**config.mk**
```make
export PLATFORM = sky130hd
export DESIGN_NAME = instr_encoder
export DESIGN_NICKNAME = d
export VERILOG_FILES = /design/src/rtl/instr_encoder.sv
export SDC_FILE = /design/constraint.sdc
export NUM_CORES = 1
export LEC_CHECK = 0
export CORE_ASPECT_RATIO = 0.9
export CORE_UTILIZATION = 49
export CTS_BUF_LIST = sky130_fd_sc_hd__clkbuf_8
export DETAILED_ROUTE_END_ITERATION = 10
export GPL_ROUTABILITY_DRIVEN = 0
export PLACE_DENSITY = 0.88
export SLEW_MARGIN = 20
export SYNTH_ARGS = -nofsm -noshare
export SYNTH_HDL_FRONTEND = slang
export SYNTH_SLANG_ARGS = --single-unit
```
**constraint.sdc**
```tcl
create_clock -name clk -period 2.9 [get_ports clk]
set_clock_uncertainty 0.05 [all_clocks]
set_input_delay 0.435 -clock clk [delete_from_list [all_inputs] [get_ports clk]]
set_output_delay 0.435 -clock clk [all_outputs]
set_load 0.02 [all_outputs]
```
**src/rtl/instr_encoder.sv**
```systemverilog
// instr_encoder: turns symbolic MIPS instructions (ADD/SUB/AND/OR/NOR,
// ADDI, ORI, LUI) into 32-bit machine words. Each word is written into
// instruction memory at an auto-incrementing word address.
// Two-state FSM (IDLE -> WRITE): one instruction every two cycles.
// Optional build macro: INSTR_ENC_CHECK_EN. When it is defined, illegal
// op codes are accepted but not written, and they set a sticky err_o.
// When it is undefined, illegal op codes are written as a NOP and err_o
// is tied low.
module instr_encoder #(
  parameter int ADDR_WIDTH = 8
) (
  input  logic                  clk,
  input  logic                  reset,
  input  logic                  start_i,
  input  logic                  valid_i,
  output logic                  ready_o,
  input  logic [3:0]            op_sel_i,
  input  logic [4:0]            rs_i,
  input  logic [4:0]            rt_i,
  input  logic [4:0]            rd_i,
  input  logic [15:0]           imm_i,
  output logic                  mem_we_o,
  output logic [ADDR_WIDTH-1:0] mem_addr_o,
  output logic [31:0]           mem_wdata_o,
  output logic [ADDR_WIDTH:0]   count_o,
  output logic                  full_o,
  output logic                  err_o
);

  localparam logic [ADDR_WIDTH:0] FULL_CNT = {1'b1, {ADDR_WIDTH{1'b0}}};
  localparam logic [ADDR_WIDTH:0] ONE      = {{ADDR_WIDTH{1'b0}}, 1'b1};

  typedef enum logic {IDLE, WRITE} state_t;

  state_t                state_q;
  logic                  mem_we_q;
  logic [ADDR_WIDTH-1:0] mem_addr_q;
  logic [31:0]           mem_wdata_q;
  logic [ADDR_WIDTH:0]   count_q;
  logic                  full;
  logic [31:0]           enc_word;
  logic                  wr_ok;
  logic                  accept;

  // Write pointer is the low bits of the count; a full count never wraps it.
  assign full   = (count_q == FULL_CNT);
  assign accept = (state_q == IDLE) && valid_i && !full && !start_i;

  // Opcode/funct encoder; illegal codes fall through to NOP.
  always_comb begin
    enc_word = 32'h0000_0000;
    case (op_sel_i)
      4'd0: enc_word = {6'h00, rs_i, rt_i, rd_i, 5'b0, 6'h20};
      4'd1: enc_word = {6'h00, rs_i, rt_i, rd_i, 5'b0, 6'h22};
      4'd2: enc_word = {6'h00, rs_i, rt_i, rd_i, 5'b0, 6'h24};
      4'd3: enc_word = {6'h00, rs_i, rt_i, rd_i, 5'b0, 6'h25};
      4'd4: enc_word = {6'h00, rs_i, rt_i, rd_i, 5'b0, 6'h27};
      4'd5: enc_word = {6'h08, rs_i, rt_i, imm_i};
      4'd6: enc_word = {6'h0D, rs_i, rt_i, imm_i};
      4'd7: enc_word = {6'h0F, 5'b0, rt_i, imm_i};
      default: enc_word = 32'h0000_0000;
    endcase
  end

`ifdef INSTR_ENC_CHECK_EN
  logic err_q;

  // Only op codes 0..7 are real instructions; op_sel_i[3] marks 8..15.
  assign wr_ok = !op_sel_i[3];
  assign err_o = err_q;

  // Sticky error flag: set by an accepted illegal op, cleared by start/reset.
  always_ff @(posedge clk) begin
    if (reset)                           err_q <= 1'b0;
    else if (start_i && !accept)         err_q <= 1'b0;
    else if (accept && op_sel_i[3])      err_q <= 1'b1;
  end
`else
  assign wr_ok = 1'b1;
  assign err_o = 1'b0;
`endif

  // Handshake FSM with registered memory-write outputs and word count.
  always_ff @(posedge clk) begin
    if (reset) begin
      state_q     <= IDLE;
      mem_we_q    <= 1'b0;
      mem_addr_q  <= '0;
      mem_wdata_q <= 32'h0000_0000;
      count_q     <= '0;
    end else begin
      case (state_q)
        IDLE: begin
          if (start_i) begin
            count_q <= '0;
          end else if (accept) begin
            mem_addr_q  <= count_q[ADDR_WIDTH-1:0];
            mem_wdata_q <= wr_ok ? enc_word : 32'h0000_0000;
            mem_we_q    <= wr_ok;
            state_q     <= WRITE;
          end
        end
        WRITE: begin
          // The write strobe was raised on accept; it lasts one cycle.
          // A start during this cycle lets the write land but discards
          // the count.
          mem_we_q <= 1'b0;
          state_q  <= IDLE;
          if (start_i)       count_q <= '0;
          else if (mem_we_q) count_q <= count_q + ONE;
        end
        default: state_q <= IDLE;
      endcase
    end
  end

  assign ready_o     = (state_q == IDLE) && !full;
  assign mem_we_o    = mem_we_q;
  assign mem_addr_o  = mem_addr_q;
  assign mem_wdata_o = mem_wdata_q;
  assign count_o     = count_q;
  assign full_o      = full;

endmodule

```
==> metrics.md <==
| Metric | Value |
|---|---|
| Crit path launch type | register |
| Quantity of I/O buffers inserted on ports | 88 |
| HPWL Detailed | 3888 µm |
| Post-CTS setup buffers | 0 |
| Routed vias/inst | 5.177 |
| Setup TNS | 0 ns |
| Post-synth ARST share | 0 |
| Core area | 0.004547 mm² |
| Endpoint class of the critical path | output pin |
| Chip width | 75.23 µm |
| Worst-Margin Slew | 0.6199 ns |
| Ant diodes | 0 |
| CTS resizes | 0 |
| Top cell family by delay on the critical path | simple AND/OR/NAND/NOR gates |
| Seq/Total Area, Yosys | 0.4063 |
| Hold_buf cts | 0 |
| Critical path cell sequence | or4_4 > nor4_1 > clkdlybuf4s50_1 |
| Overall power | roughly 1.2 mW |
| Yosys top cell by area | dfxtp_1 |
| Buffers and inverters on the worst path | 1 |
| Status | complete, no violations |
| Synth cell types | 39 |
| Critical path arrival | 2.22 ns |
| Worst Path Required | 2.41 ns |
| Final Hold Fails | 0 |
| Most used DFF post-synth | dfxtp_1 |
| Initial antenna violation count | 0 |
| Hold Path End | mem_addr_o[7] |
| CTS buffer count | 5 |
| Clk root buf | clkbuf_8 |
| Total GRT Usage | 0.2203 |
| Min-delay src | mem_addr_o[7] |
| Fin cells | 395 |
| Max Cap Violations | 0 |
| R2R depth | 4 |
| Met1 usage | 0.2477 |
| Share of cells above drive strength 1 | 0.04505 |
| Hold Path Depth | 2 |
| Post-synthesis average cell area | 9.347 µm² |
| Max_slew headroom | 0.5840 |
| Ports | 92 |
| Placed Cells | 388 |
| GRT busiest layer | met2 |
| GRT met3 Usage | 0.1090 |
| Clock sinks | 48 |
| Worst Hold Class | reg2reg |
| Vias in the first global route | 1820 |
| Routed Antenna Nets | 0 |
| Worst Path Max Fanout | 9 |
| PD cells | between 300 and 400 mW/mm² |
| R2R Setup Slk | 0.81 ns |
| Setup CP Type | reg2out |
| Peak supply drop | around 0.36 mV |
| Mapped Area | about 0.0024 mm² |
| Detailed-route wire length per cell | 13.56 µm |
| Clk_lat worst skew | 0.29 ns |
| Rows | 23 |
| Fmax | 0.3697 GHz |
| Mapped Cells | 253 |
| Area growth syn-to-layout | 40.58% |
| Largest net degree at the start of global routing | 40 |
| Pins Over Slew Limit | 0 |
| Final setup fails | 0 |
| P_leak | 1.248 nW |
| Clock tree from TritonCTS | done |
| Final worst slack | 0.1949 ns |
| DRC viols | 0 |
| FF+latch count, synth | 48 |
| Delay of the slowest critical-path stage | 0.68 ns |
| Place WS | 0.4970 ns |
| Post-synth top area share | 0.4063 |
| Number of synthesized flops with an enable pin | 0 |
| Global-route wire length before repair | approximately 8300 µm |
| Reg2reg end | mem_wdata_o[4] |
| Slowest library cell on the worst path | clkdlybuf4s50_1 |
| Drt total wl | 5357 µm |
| CTS Buffer Depth | 2 |
| Die ar. | about 0.0051 mm² |
| Worst r2r src | count_o[3] |
| Initial Utilization | 0.5201 |
| Met2 usage | 0.3592 |
| Critical path depth in cells | 3 |
| H-Tree Depth | 2 |
| Top post-synthesis cells by area | dfxtp_1 41%, mux2i_1 17%, nand2b_1 12% |
| Overall die height | 67.91 µm |
| Final nets | 374 |
| Final period utilization | 0.9328 |
| Starting DRT DRC Count | 85 |
| Synth Warn # | 0 |
| Reg clk slew, reported paths | 0.08 ns |
| Total gr overflow | 0 |
| Drt pass-1 iters | 4 |
| Vias post-DR | roughly 2.0k |
| Tmin final | 2.705 ns |
| Unrepaired setup endpoints after global routing | false |
## through the flow
| stage | util | instance area, µm² | hold WS, ns |
|---|---|---|---|
| CTS | 0.7312 | 3324 | 0.4173 |
| global route | 0.7312 | 3324 | 0.4388 |
| finish | 0.7312 | 3324 | 0.4122 |
| detailed placement | 0.7141 | 3247 | 0.4062 |
| floorplan | - | 2372 | 0.4901 |
| global placement | 0.7141 | 3247 | 0.4008 |
## report_power, final
group | total [mW] | internal [mW] | leakage (nW) | switching (mW)
sequential | 0.680 | 0.671 | 0.388 | 0.00889
combinational | 0.198 | 0.111 | 0.815 | 0.0869
clock | 0.366 | 0.161 | 0.0452 | 0.206
## routing by layer
layer	part of all wire	wire, µm
met5	0	0
met4	0.023	124
met3	0.10	551
met2	0.46	2465
met1	0.41	2216
## area by class of cell
| type | instances | area, µm² |
|---|---|---|
| clock buffers | 5 | 68.82 |
| clock inverters | 2 | 8.758 |
| fillers | 366 | 1222 |
| inverters | 5 | 18.77 |
| multi-input cells | 180 | 1271 |
| flip-flops and latches | 48 | 960.9 |
| well taps | 62 | 77.57 |
| repair buffers | 93 | 918.4 |
## cells by family after synthesis
| kind of cell | synth area share |
|---|---|
| adders and majority gates | 0.01058 |
| AOI/OAI and AO/OA | 0.08096 |
| other | 0.001586 |
| DFF | 0.4063 |
| muxes | 0.1693 |
| xor gates and xnor gates | 0.007409 |
| buffers and inverters | 0.05926 |
| and+or+nand+nor | 0.2646 |
## worst max path at each step
stage	slack (ns)	end	from
after floorplan	0.44	ready_o	count_o[2]
after global placement	0.58	full_o	count_o[2]
after detailed placement	0.50	full_o	count_o[2]
after CTS	0.16	full_o	count_o[2]
after global routing	0.05	full_o	count_o[2]
final	0.19	full_o	count_o[3]
## flip-flops by register name, summed over array words and instances, names as in the netlist
register and flops:
mem_addr_o 8, state_q 1, mem_wdata_o 29, count_o 9, mem_we_o 1
## layout by cell type (no fill, tap or decap)
master            n
clkdlybuf4s50_1  88
dfxtp_1          48
nand2b_1         44
mux2i_1          40
nand2_1          17
nand3_1          11
nor3b_1          10
nor2_1            7
a21oi_1           7
inv_1             6
clkbuf_8          5
buf_4             5
o21ai_0           4
o21a_1            3
nand4_1           3
o31ai_1           3
or4_1             3
or3_1             3
conb_1            3
o221ai_1          2
nand3b_1          2
o21ai_1           2
ha_1              2
or4_4             1
nor4_1            1
nor3b_2           1
o41ai_4           1
nor2b_1           1
a21o_1            1
o311ai_0          1
or2_2             1
xnor2_1           1
o41a_1            1
or2b_1            1
nor3_1            1
xor2_1            1
a311oi_1          1
clkinv_2          1
## synth_stat cells (all sizes together), types with 4 or more instances
master and instances:
buf 9, nand2b 44, nor3b 11, a21oi 7, o21ai 6, clkbuf 13, nor2 7, or4 4
mux2i 40, nand2 17, nand3 11, dfxtp 48, inv 5
## worst register-to-register path, cell delays in order, from the launching register on
cell and delay [ns]:
dfxtp_1 0.39, or4_4 0.57, o41ai_4 0.20, buf_4 0.50, mux2i_1 0.30
Power figures use the tool's default switching activity.
